**src/rtl/svc_axi_pkg.sv**
```systemverilog
// Shared AXI definitions: response encodings used by the AXI/AXI-Lite slave blocks.
package svc_axi_pkg;

  localparam logic [1:0] AXI_RESP_OKAY   = 2'b00;
  localparam logic [1:0] AXI_RESP_SLVERR = 2'b10;

endpackage

```
**src/rtl/svc_axil_sram_wr.sv**
```systemverilog
// AXI-Lite write slave that turns AW/W pairs into single-word SRAM write commands.
// Define SVC_AXIL_SRAM_WR_RANGE_CHECK_EN to answer out-of-range word addresses with SLVERR.
module svc_axil_sram_wr
  import svc_axi_pkg::*;
#(
  parameter int AXIL_ADDR_WIDTH = 8,
  parameter int AXIL_DATA_WIDTH = 16,
  parameter int AXIL_STRB_WIDTH = AXIL_DATA_WIDTH / 8,
  parameter int MEM_DEPTH       = 2 ** (AXIL_ADDR_WIDTH - $clog2(AXIL_STRB_WIDTH))
) (
  input  logic                                                    clk,
  input  logic                                                    rst,
  input  logic                                                    s_axil_awvalid,
  input  logic [AXIL_ADDR_WIDTH-1:0]                              s_axil_awaddr,
  output logic                                                    s_axil_awready,
  input  logic                                                    s_axil_wvalid,
  input  logic [AXIL_DATA_WIDTH-1:0]                              s_axil_wdata,
  input  logic [AXIL_STRB_WIDTH-1:0]                              s_axil_wstrb,
  output logic                                                    s_axil_wready,
  output logic                                                    s_axil_bvalid,
  output logic [1:0]                                              s_axil_bresp,
  input  logic                                                    s_axil_bready,
  output logic                                                    sram_wr_cmd_valid,
  input  logic                                                    sram_wr_cmd_ready,
  output logic [AXIL_ADDR_WIDTH-$clog2(AXIL_STRB_WIDTH)-1:0]      sram_wr_cmd_addr,
  output logic [AXIL_DATA_WIDTH-1:0]                              sram_wr_cmd_data,
  output logic [AXIL_STRB_WIDTH-1:0]                              sram_wr_cmd_strb
);

  localparam int LSB    = $clog2(AXIL_STRB_WIDTH);
  localparam int MEM_AW = AXIL_ADDR_WIDTH - LSB;

  logic                       aw_full;
  logic                       w_full;
  logic [MEM_AW-1:0]          aw_addr_p0;
  logic [AXIL_DATA_WIDTH-1:0] w_data_p0;
  logic [AXIL_STRB_WIDTH-1:0] w_strb_p0;
  logic                       aw_hs;
  logic                       w_hs;
  logic                       cmd_hs;
  logic                       load;
  logic                       out_of_range;

  assign s_axil_awready = !aw_full;
  assign s_axil_wready  = !w_full;
  assign aw_hs          = s_axil_awvalid && s_axil_awready;
  assign w_hs           = s_axil_wvalid && s_axil_wready;
  assign cmd_hs         = sram_wr_cmd_valid && sram_wr_cmd_ready;
  // One transaction in flight past the entries: command and B stage must both be free.
  assign load           = aw_full && w_full && !sram_wr_cmd_valid &&
                          (!s_axil_bvalid || s_axil_bready);

`ifdef SVC_AXIL_SRAM_WR_RANGE_CHECK_EN
  localparam logic [MEM_AW:0] DEPTH_LIM = (MEM_AW + 1)'(MEM_DEPTH);
  assign out_of_range = {1'b0, aw_addr_p0} >= DEPTH_LIM;
`else
  localparam int unused_mem_depth = MEM_DEPTH;
  assign out_of_range = 1'b0;
`endif

  if (LSB > 0) begin : g_lsb
    logic unused_lsb;
    assign unused_lsb = ^s_axil_awaddr[LSB-1:0];
  end

  // Stage 0: hold entries (payload only, qualified by the full flags)
  always_ff @(posedge clk) begin
    if (aw_hs) aw_addr_p0 <= s_axil_awaddr[AXIL_ADDR_WIDTH-1:LSB];
    if (w_hs) begin
      w_data_p0 <= s_axil_wdata;
      w_strb_p0 <= s_axil_wstrb;
    end
  end

  always_ff @(posedge clk or posedge rst) begin
    if (rst) begin
      aw_full           <= 1'b0;
      w_full            <= 1'b0;
      sram_wr_cmd_valid <= 1'b0;
      sram_wr_cmd_addr  <= '0;
      sram_wr_cmd_data  <= '0;
      sram_wr_cmd_strb  <= '0;
      s_axil_bvalid     <= 1'b0;
      s_axil_bresp      <= AXI_RESP_OKAY;
    end else begin
      if (load)       aw_full <= 1'b0;
      else if (aw_hs) aw_full <= 1'b1;
      if (load)      w_full <= 1'b0;
      else if (w_hs) w_full <= 1'b1;

      // Stage 1: SRAM command
      if (load && !out_of_range) begin
        sram_wr_cmd_valid <= 1'b1;
        sram_wr_cmd_addr  <= aw_addr_p0;
        sram_wr_cmd_data  <= w_data_p0;
        sram_wr_cmd_strb  <= w_strb_p0;
      end else if (cmd_hs) begin
        sram_wr_cmd_valid <= 1'b0;
      end

      // Stage 2: B response
      if (cmd_hs) begin
        s_axil_bvalid <= 1'b1;
        s_axil_bresp  <= AXI_RESP_OKAY;
      end else if (load && out_of_range) begin
        s_axil_bvalid <= 1'b1;
        s_axil_bresp  <= AXI_RESP_SLVERR;
      end else if (s_axil_bready) begin
        s_axil_bvalid <= 1'b0;
      end
    end
  end

endmodule

```
**config.mk**
```make
export PLATFORM = sky130hd
export DESIGN_NAME = svc_axil_sram_wr
export DESIGN_NICKNAME = d
export VERILOG_FILES = /design/src/rtl/svc_axi_pkg.sv /design/src/rtl/svc_axil_sram_wr.sv
export SDC_FILE = /design/constraint.sdc
export NUM_CORES = 1
export LEC_CHECK = 0
export ABC_AREA = 0
export CORE_MARGIN = 8
export CORE_UTILIZATION = 41
export DETAILED_ROUTE_END_ITERATION = 6
export PLACE_DENSITY = 0.75
export SLEW_MARGIN = 5
export SYNTH_ARGS = -nofsm -noshare
export SYNTH_HDL_FRONTEND = slang
export SYNTH_SLANG_ARGS = --single-unit
export TNS_END_PERCENT = 50
```
**constraint.sdc**
```tcl
create_clock -name clk -period 1.4 [get_ports clk]
set_input_delay 0.28 -clock clk [delete_from_list [all_inputs] [get_ports clk]]
set_output_delay 0.28 -clock clk [all_outputs]
set_load 0.02 [all_outputs]
```
# Word-level counts from Yosys, hierarchy flattened
# Index checks and enable logic that the tools add are counted.
# Widths: inputs -> output; s select.
dict set report totals {
  ff_bits 54
  in_bits 32
  word_cells 33
}
dict set report classes {
  n_reduce_logical 15
  muxes 8
}
# operator count
set ops {}
lappend ops {{$mux 1} 8}
lappend ops {{$reduce_bool 2->1} 4}
lappend ops {{$logic_and 1x1->1} 6}
lappend ops {{$logic_not 1->1} 4}
lappend ops {{$logic_or 1x1->1} 1}

# Longest topological paths before layout
# Gate-level depths: netlist of run 1.
dict set report depth {
  word_depth 4
  ltp_mapped 5
}

# Least setup slack after synthesis of run 1
# OpenSTA, ideal clock, no wires.
dict set report synth_timing {
  path_type {register to register}
  from {register s_axil_bvalid}
  to {register sram_wr_cmd_addr[0]}
  arrival_time_ns 1.354
  path_stages_with_launch 6
  setup_slack_ns -0.079
  path_buffers 2
  setup_time_ns 0.125
  period_less_slack_ns 1.479
  cell_sequence {dfrtp_1 > nand2b_1 > nor4b_4 > buf_6 > buf_12 > mux2_4}
}
dict set report synth_between {
  elab_chain_len 3
}
# element line
set synth_rtl {}
lappend synth_rtl {{start: declaration} svc_axil_sram_wr.sv:20} ;# output logic s_axil_bvalid,
lappend synth_rtl {{start signal: assignment} svc_axil_sram_wr.sv:83} ;# s_axil_bvalid <= 1'b0;
lappend synth_rtl {{start signal: assignment} svc_axil_sram_wr.sv:103} ;# s_axil_bvalid <= 1'b1;
lappend synth_rtl {{start signal: assignment} svc_axil_sram_wr.sv:106} ;# s_axil_bvalid <= 1'b1;
lappend synth_rtl {{$logic_not 1->1} svc_axil_sram_wr.sv:51} ;# (!s_axil_bvalid || s_axil_bready);
lappend synth_rtl {{$logic_or 1x1->1} svc_axil_sram_wr.sv:51}
lappend synth_rtl {{$logic_and 1x1->1} svc_axil_sram_wr.sv:50} ;# assign load = aw_full && w_full && !sram_wr_cmd_valid &&
lappend synth_rtl {{end signal: assignment} svc_axil_sram_wr.sv:94} ;# sram_wr_cmd_addr <= aw_addr_p0;
lappend synth_rtl {{end: declaration} svc_axil_sram_wr.sv:25} ;# output logic [AXIL_ADDR_WIDTH-$clog2(AXIL_STRB_WIDTH)-1:0] sram_wr_cmd_addr,
# No other way between the ends.
# A chain may end at the register's enable or synchronous reset.

# Final worst setup path of run 1
dict set report layout_timing {
  from {register aw_full}
  to {register sram_wr_cmd_data[9]}
}
dict set report layout_between {
  elab_chain_len 3
}
# element line
set layout_rtl {}
lappend layout_rtl {{start: declaration} svc_axil_sram_wr.sv:33} ;# logic aw_full;
lappend layout_rtl {{start signal: assignment} svc_axil_sram_wr.sv:77} ;# aw_full <= 1'b0;
lappend layout_rtl {{start signal: assignment} svc_axil_sram_wr.sv:86} ;# if (load) aw_full <= 1'b0;
lappend layout_rtl {{start signal: assignment} svc_axil_sram_wr.sv:87} ;# else if (aw_hs) aw_full <= 1'b1;
lappend layout_rtl {{$logic_and 1x1->1 (3 in a row)} svc_axil_sram_wr.sv:50}
lappend layout_rtl {{end signal: assignment} svc_axil_sram_wr.sv:95} ;# sram_wr_cmd_data <= w_data_p0;
lappend layout_rtl {{end: declaration} svc_axil_sram_wr.sv:26} ;# output logic [AXIL_DATA_WIDTH-1:0] sram_wr_cmd_data,
# No other way between the ends.

==> results of run 1 <==
-- cell families after synthesis --
| family | after synthesis | share of synthesized area (%) |
|---|---|---|
| buf+inv | 9 | 4.10 |
| flops | 54 | 74.4 |
| other cells | 1 | 0.189 |
| compound gates | 1 | 0.379 |
| mux | 25 | 17.4 |
| simple gates | 10 | 3.47 |
-- registers in the layout, indices dropped and copies added (netlist names) --
signal,count
aw_addr_p0,7
aw_full,1
s_axil_bvalid,1
sram_wr_cmd_addr,7
sram_wr_cmd_data,16
sram_wr_cmd_strb,2
sram_wr_cmd_valid,1
w_data_p0,16
w_full,1
w_strb_p0,2
-- report_power, final --
| part | switching [uW] | internal, uW |
|---|---|---|
| logic | 1330 | 1660 |
| clock network | 466 | 400 |
| registers | 299 | 2250 |
-- worst min-delay path by stage --
stage | start | endpoint | slack (ns)
2_1_floorplan | rst | aw_full | 0.36
3_3_place_gp | w_data_p0[1] | sram_wr_cmd_data[1] | 0.46
3_5_place_dp | aw_addr_p0[0] | sram_wr_cmd_addr[0] | 0.46
4_1_cts | rst | sram_wr_cmd_addr[5] | 0.31
5_1_grt | rst | sram_wr_cmd_addr[3] | 0.32
6_report | rst | sram_wr_cmd_addr[0] | 0.31
-- synthesized netlist by cell type, drive strengths merged --
master / n
buf: 5
edfxtp: 25
mux2: 25
nand2: 2
and2b: 2
a21o: 1
dfrtp: 29
nor4b: 1
nand2b: 1
conb: 1
nor2: 4
inv: 4
-- metrics by stage --
step / util (%) / hold WS (ns) / cells / worst slack, ns
finish: 60.3 / 0.311 / 228 / -0.0978
detailed placement: 56.6 / 0.465 / 214 / -0.484
floorplan: - / 0.358 / 101 / -0.0604
CTS: 58.1 / 0.310 / 222 / -0.136
global placement: 56.6 / 0.455 / 214 / -0.429
global route: 60.3 / 0.316 / 228 / -0.159
-- layout make-up --
| class | instances | share of cell area, % |
|---|---|---|
| clock buffers | 7 | 3.05 |
| repair buffers | 70 | 25.2 |
| flip-flops and latches | 54 | 52.2 |
| multi-input cells | 38 | 16.5 |
| well taps | 54 | 2.39 |
| clock inverters | 1 | 0.177 |
| inverters | 4 | 0.531 |
-- worst reg2reg max path, delay by kind of cell (launching register included) --
family | cells | cell delay (ns)
simple gates | 1 | 0.28
mux | 1 | 0.30
buf+inv | 3 | 0.43
flops | 1 | 0.38
-- cell usage in the layout, fill, tap and decap left out --
cell,instances
clkinv_2,1
conb_1,2
clkbuf_16,2
edfxtp_1,25
a21o_1,1
buf_6,2
nor4b_4,1
clkdlybuf4s50_1,29
buf_12,3
and2b_2,1
mux2_4,25
nand2b_4,1
clkbuf_1,1
clkbuf_8,6
buf_4,6
nand2_1,2
dlygate4sd2_1,26
dfrtp_2,1
inv_2,2
inv_1,2
clkbuf_2,1
dfrtp_1,28
and2b_1,1
clkdlybuf4s15_2,1
nor2_1,4
-- what timing repair did --
item | in CTS | in global routing
hold buffers | 0 | 0
setup buffers | 0 | 3
pin swaps | 1 | 1
gates resized for setup | 37 | 13
cloned | 0 | 3
setup endpoints to repair | 54 | 28
-- per-layer routing --
metal / global-route usage, % / vias to the layer above / wire (um)
met3: 5.25 / 4 / 309
met5: 0 / - / 0
met4: 3.34 / 0 / 33
li1: - / 489 / -
met2: 16.8 / 46 / 1840
met1: 12.8 / 505 / 1720
==> flow_summary.toml, run 1 <==
[global_route]
globalRouteTotalUtil_pct = 10.8
grt_pass1_wl_um = 6000
grt_start_max_net_pins = 30
antenna_found_initial = 0
grt_pass1_vias = 1175
grt-ovfl-total = 0

[logic_synthesis]
synth.distinct_cells = 17
netlist_instances = 100
synth_top_cell_by_area = "edfxtp_1"
yosysSeqAreaShare_pct = 74.4
ys_ff_latch = 54
synthTopCellsByArea = "edfxtp_1 (38%), dfrtp_1 (37%), mux2_4 (13%)"
yosys_warnings = 0
yosysTopAreaCellShare_pct = 37.9
netlist_area_um2 = 1980
syn_avg_cell_area_um2 = 19.8

[setup_path]
crit_start = "aw_full"
slowest_delay_ns = 0.38
cp.required_ns = 1.58
cp_num_buf_inv = 3
cp_max_fo = 7
r2r_setup_slack_ns = -0.1
worstReg2RegStart = "aw_full"
path_delay_family = "buffers and inverters"
path_cells = "inv_2, nor4b_4, buf_6, clkbuf_16, mux2_4"
arrival_ns = 1.68
cp-end-kind = "flip-flop"
ff2ff_path_depth = 5
critPathKind = "flip-flop to flip-flop"
slowest_stage = "dfrtp_1"
setup.worst_path.end = "sram_wr_cmd_data[9]"
r2r_end = "sram_wr_cmd_data[9]"
setup.worst_path.start_class = "flip-flop"
cp_num_cells = 5

[routing]
detail_route.iter0.violations = 45
firstDrtPassIters = 4
drtAntennaViolNets = 0
post_drt_wl_per_cell_um = 17.1
dr_total_vias = 1044
drc_errors = 0
routed_via_density = 4.58
drt_wl_total_um = 3900

[timing]
rsz0062_at_grt = "true"
fmax_ghz = 0.668
skew_ns = 0.00782
min_period_ns = 1.50
fin_crit_sh_pct = 107
fin_ws_ns = -0.0978
fin_setup_tns_ns = -1.81
hold_viol = 0
slew_violations = 0
setup_viol = 25

[final_layout]
nNetsFinal = 205
multi_input_area_um2 = 467
diodes = 0
syn2layout_area_growth_pct = 42.7
drive_above_1_share_pct = 30.5
final-seq-area_um2 = 1480
post-route-cell-area_um2 = 2830
nFillCells = 377

[power]
finalPower_uw = 6400
power_leakage_uw = 0.00124
power.density_nw_per_um2 = 2260
peakVddDrop_v = 0.00133

[clock_network]
htreeDepth = 2
path_clk_slew_ns = 0.09
clk_latency_ns = 0.30
cts_tree = "built"
clock-sinks = 54
clockBufferDepth = 2
clock-root-buffer = "clkbuf_8"
numCtsBuffers = 5

[floorplanning]
die_h_um = 85.6
core-area_um2 = 4690
die-area_um2 = 7320
initial_utilization_pct = 42.3
die_w_um = 85.6
rows = 25
io_pins = 63

[place]
io_buffers = 59
routabilityCongestion = 0.725
hpwl_um = 2730
placed_area_um2 = 2660

[outcome]
violations = "setup timing"
status = "finished with violations"

[worst_hold_path]
hold_path_class = "primary input to asynchronous set/reset pin"

[flow_run]
cap_violations = 0
(Power assumes the default switching activity.)
==> run 2: changes to the inputs <==
--- a/config.mk
+++ b/config.mk
@@ -6,10 +6,12 @@
 export NUM_CORES = 1
 export LEC_CHECK = 0
 export ABC_AREA = 0
+export CAP_MARGIN = 15
 export CORE_MARGIN = 8
-export CORE_UTILIZATION = 41
+export CORE_UTILIZATION = 43
+export CTS_BUF_LIST = sky130_fd_sc_hd__clkbuf_2 sky130_fd_sc_hd__clkbuf_4 sky130_fd_sc_hd__clkbuf_8
 export DETAILED_ROUTE_END_ITERATION = 6
-export PLACE_DENSITY = 0.75
+export PLACE_DENSITY = 0.78
 export SLEW_MARGIN = 5
 export SYNTH_ARGS = -nofsm -noshare
 export SYNTH_HDL_FRONTEND = slang
==> run 2 against run 1 <==
Against the previous run:
- the flow still finishes with violations (setup timing)
- sequential share of layout area grew 1.5 points
- sequential cell count did not move
- cell area fell by 2.7%
- clock-buffer cell count unchanged
- sequential power hardly changed
- power decreased by 2.3%
- setup slack worse by 0.013 ns
- die area shrank 3.8%
- worst hold slack lost 0.0042 ns
- first-iteration DRC count fell by 18%
- clock skew is 0.0030 ns lower
- critical path type unchanged
==> flow_summary.toml, run 2 (synthesis results as in run 1) <==
[final_layout]
final_cell_mix = "clkdlybuf4s50_1 (29), dfrtp_1 (28), dlygate4sd2_1 (27), edfxtp_1 (25), mux2_4 (18)"
drive_above_1_share_pct = 27.8
final_cells = 221
diodes = 0
reg.largest.list = "sram_wr_cmd_data x16, w_data_p0 x16"
nNetsFinal = 200
final_util_pct = 62.4
layout_commonest_cell = "clkdlybuf4s50_1"
nFillCells = 317
syn2layout_area_growth_pct = 38.8

[timing]
skew_ns = 0.00484
fin_crit_sh_pct = 108
slew_violations = 0
setup_viol = 26
fin_setup_tns_ns = -2.42
fmax_ghz = 0.662
hold-worst-slack_ns = 0.307
hold_viol = 0
rsz0062_at_grt = "true"
fin_ws_ns = -0.111
min_period_ns = 1.51

[place]
io_buffers = 59
hpwl_um = 2720
dpl.cell_count = 211
routabilityCongestion = 0.683

[routing]
detail_route.iter0.violations = 37
firstDrtPassIters = 4
post_drt_wl_per_cell_um = 17.2
drtAntennaViolNets = 0
dr_total_vias = 1047
drc_errors = 0
drt_wl_total_um = 3790
routed_via_density = 4.74

[outcome]
violations = "setup timing"
status = "finished with violations"

[clock_network]
clk_latency_ns = 0.30
clock-root-buffer = "clkbuf_8"
clockBufferDepth = 2
cts_hold_buffers = 0
numCtsBuffers = 5
path_clk_slew_ns = 0.09
clock-sinks = 54
htreeDepth = 2
cts_tree = "built"

[power]
peakVddDrop_v = 0.00116
power_leakage_uw = 0.00118
power.density_nw_per_um2 = 2270
finalPower_uw = 6260

[setup_path]
r2r_setup_slack_ns = -0.11
critPathKind = "flip-flop to flip-flop"
cp.required_ns = 1.58
cp_max_fo = 14
cp-end-kind = "flip-flop"
arrival_ns = 1.70
ff2ff_path_depth = 5
setup.worst_path.start_class = "flip-flop"

[floorplanning]
initial_utilization_pct = 44.9
die-area_um2 = 7040
die_h_um = 83.9
die_w_um = 83.9
io_pins = 63
core-area_um2 = 4410
rows = 24

[global_route]
grt_pass1_wl_um = 6110
grt_pass1_vias = 1218
grt-ovfl-total = 0
antenna_found_initial = 0
grt_start_max_net_pins = 29
globalRouteTotalUtil_pct = 11.0

[flow_run]
cap_violations = 0

[worst_hold_path]
hold_path_class = "primary input to asynchronous set/reset pin"
==> run 2: timing repair <==
item	in CTS	in global routing
buffers inserted	0	1
cloned	0	1
resized for setup	34	3
setup endpoints to repair	54	28
pin swaps	0	1
==> run 2: critical path, stage by stage, from the launching register on <==
cell and delay (ns):
dfrtp_1 0.39, inv_2 0.07, nor4b_4 0.26, buf_4 0.18, buf_12 0.16, mux2_2 0.34
==> run 2: worst paths after layout <==
check / endpoint / startpoint
setup / recovery: sram_wr_cmd_addr[6] / w_full
hold / removal: sram_wr_cmd_data[1] / rst
setup reg to reg: sram_wr_cmd_addr[6] / w_full
hold reg to reg: sram_wr_cmd_addr[1] / aw_addr_p0[1]
max in group asynchronous: s_axil_bvalid / rst
min in group clk: s_axil_bvalid / s_axil_bready
==> run 2: stage by stage <==
stage	worst slack (ns)	instance area [um^2]
after CTS	-0.163	2720
after global placement	-0.406	2630
after detailed placement	-0.505	2630
after floorplan	-0.0604	1990
after global routing	-0.169	2750
final	-0.111	2750
==> run 2: report_power, final <==
part / switching, uW / internal, uW / total, uW
Clock: 461 / 574 / 1040
Combinational: 1260 / 1410 / 2670
Sequential: 302 / 2250 / 2550
==> run 2: routing by layer <==
layer / share of wire, % / wire length (um) / vias to the layer above / GRT usage [%]
li1: - / - / 479 / -
met3: 9.0 / 340 / 6 / 6.05
met4: 1.1 / 40 / 0 / 3.77
met1: 46 / 1740 / 517 / 13.6
met5: 0 / 0 / - / 0
met2: 44 / 1670 / 45 / 15.6
==> run 2: cell type report <==
class | count | area (um^2) | area share, %
inverters | 4 | 15.0 | 0.545
clock buffers | 7 | 83.8 | 3.05
clock inverters | 1 | 30.0 | 1.09
multi-input cells | 38 | 440 | 16.0
repair buffers | 65 | 641 | 23.3
flip-flops and latches | 54 | 1480 | 53.7
well taps | 52 | 65.1 | 2.36
==> run 3: changes to the inputs <==
--- a/config.mk
+++ b/config.mk
@@ -12,6 +12,7 @@
 export CTS_BUF_LIST = sky130_fd_sc_hd__clkbuf_2 sky130_fd_sc_hd__clkbuf_4 sky130_fd_sc_hd__clkbuf_8
 export DETAILED_ROUTE_END_ITERATION = 6
 export PLACE_DENSITY = 0.78
+export SETUP_SLACK_MARGIN = 0.2
 export SLEW_MARGIN = 5
 export SYNTH_ARGS = -nofsm -noshare
 export SYNTH_HDL_FRONTEND = slang
==> run 3 against run 2 <==
Against the previous run:
- the flow still finishes with violations (setup timing)
- combinational power is 18% higher
- final cell count is 4.1% higher
- sequential share of layout area is 1.1 points lower
- sequential cell count stayed put
- core utilization is 1.3 points higher
- register-to-register slack worse by 0.06 ns
- critical path type unchanged
- largest power group unchanged
==> flow_summary.toml, run 3 (synthesis results as in run 1) <==
[final_layout]
drive_above_1_share_pct = 46.1
syn2layout_area_growth_pct = 41.8
final_util_pct = 63.7
diodes = 0
reg.largest.list = "sram_wr_cmd_data x16, w_data_p0 x16"
final_cell_mix = "clkdlybuf4s50_1 (29), dfrtp_1 (28), mux2_4 (25), edfxtp_1 (25), buf_2 (25)"
layout_commonest_cell = "clkdlybuf4s50_1"
nNetsFinal = 209
final_cells = 230

[setup_path]
setup.worst_path.end = "sram_wr_cmd_addr[6]"
r2r_setup_slack_ns = -0.17
worstReg2RegStart = "aw_full"
arrival_ns = 1.75
critPathKind = "flip-flop to flip-flop"
cp.required_ns = 1.59
crit_start = "aw_full"
ff2ff_path_depth = 6
cp-end-kind = "flip-flop"
cp_max_fo = 7
r2r_end = "sram_wr_cmd_addr[6]"
setup.worst_path.start_class = "flip-flop"

[routing]
post_drt_wl_per_cell_um = 18.0
drt_wl_total_um = 4140
detail_route.iter0.violations = 49
routed_via_density = 4.79
dr_total_vias = 1101
drc_errors = 0
firstDrtPassIters = 4
drtAntennaViolNets = 0

[worst_hold_path]
hold_path_class = "primary input to asynchronous set/reset pin"

[power]
finalPower_uw = 6750
power.density_nw_per_um2 = 2400
peakVddDrop_v = 0.00133
power_leakage_uw = 0.00124

[floorplanning]
core-area_um2 = 4410
rows = 24
die-area_um2 = 7040
die_h_um = 83.9
die_w_um = 83.9
initial_utilization_pct = 44.9
io_pins = 63

[clock_network]
htreeDepth = 2
clock-sinks = 54
cts_hold_buffers = 0
path_clk_slew_ns = 0.09
clk_latency_ns = 0.30
numCtsBuffers = 5
cts_tree = "built"
clock-root-buffer = "clkbuf_8"
clockBufferDepth = 2

[timing]
setup_viol = 26
hold_viol = 0
fin_ws_ns = -0.168
fin_crit_sh_pct = 112
fmax_ghz = 0.638
min_period_ns = 1.57
skew_ns = 0.00542
rsz0062_at_grt = "true"
hold-worst-slack_ns = 0.308
slew_violations = 0

[place]
dpl.cell_count = 211
io_buffers = 59
hpwl_um = 2720
routabilityCongestion = 0.683

[global_route]
grt_pass1_wl_um = 6740
grt_start_max_net_pins = 19
grt_pass1_vias = 1264
globalRouteTotalUtil_pct = 12.1
antenna_found_initial = 0
grt-ovfl-total = 0

[flow_run]
cap_violations = 0

[outcome]
violations = "setup timing"
status = "finished with violations"
-- run 3: changes by cell type in the layout (fill, tap and decap cells not counted), moves of 4 or more --
cell,previous run,this run
buf_4,3,7
dlygate4sd2_1,27,2
mux2_4,18,25
buf_2,0,25
mux2_2,7,0
buf_6,0,6
-- run 3: metrics by stage --
| step | instance area [um^2] | worst slack, ns | TNS [ns] |
|---|---|---|---|
| 6_report | 2810 | -0.168 | -2.70 |
| 5_1_grt | 2810 | -0.242 | -4.49 |
| 4_1_cts | 2770 | -0.163 | -2.76 |
| 3_5_place_dp | 2630 | -0.505 | -12.93 |
| 3_3_place_gp | 2630 | -0.406 | -10.09 |
| 2_1_floorplan | 1990 | -0.0604 | -0.961 |
-- run 3: repair_timing --
item	in CTS	in global routing
pin swaps	1	0
resized for setup	132	3
setup endpoints to repair	57	50
buffers inserted	7	1
cloned	2	1
-- run 3: power breakdown --
part | switching (uW) | internal [uW] | leakage (uW)
logic | 1410 | 1740 | 0.000613
registers | 313 | 2250 | 0.000571
clock network | 464 | 574 | 0.0000593
-- run 3: final cells by class --
cell class                 count  area (um^2)
multi-input combinational     38          467
tap                           52         65.1
clock inverter                 1         30.0
inverter                       4         15.0
timing repair buffer          74          673
clock buffer                   7         83.8
fill                         309         1600
sequential                    54         1480
-- run 3: per-layer routing --
metal  track usage [%]  vias to the layer above  wire, um
met5                 0                        -         0
met4              3.77                        0        40
met3              5.27                        6       301
met2              17.8                       49      1880
met1              15.5                      547      1920
li1                  -                      499         -
-- run 3: worst min path at each step --
stage,startpoint,endpoint,slack (ns),cells after the start
after floorplan,rst,aw_full,0.36,1
after global placement,w_data_p0[1],sram_wr_cmd_data[1],0.46,1
after detailed placement,aw_addr_p0[1],sram_wr_cmd_addr[1],0.47,1
after CTS,rst,sram_wr_cmd_addr[1],0.30,3
after global routing,rst,sram_wr_cmd_addr[5],0.33,3
final,rst,sram_wr_cmd_addr[2],0.31,3
-- run 3: critical path, cell delays in order (launching register included) --
cell and delay (ns):
dfrtp_1 0.40, inv_2 0.07, nor4b_4 0.27, buf_4 0.19
buf_6 0.11, buf_12 0.12, mux2_4 0.30
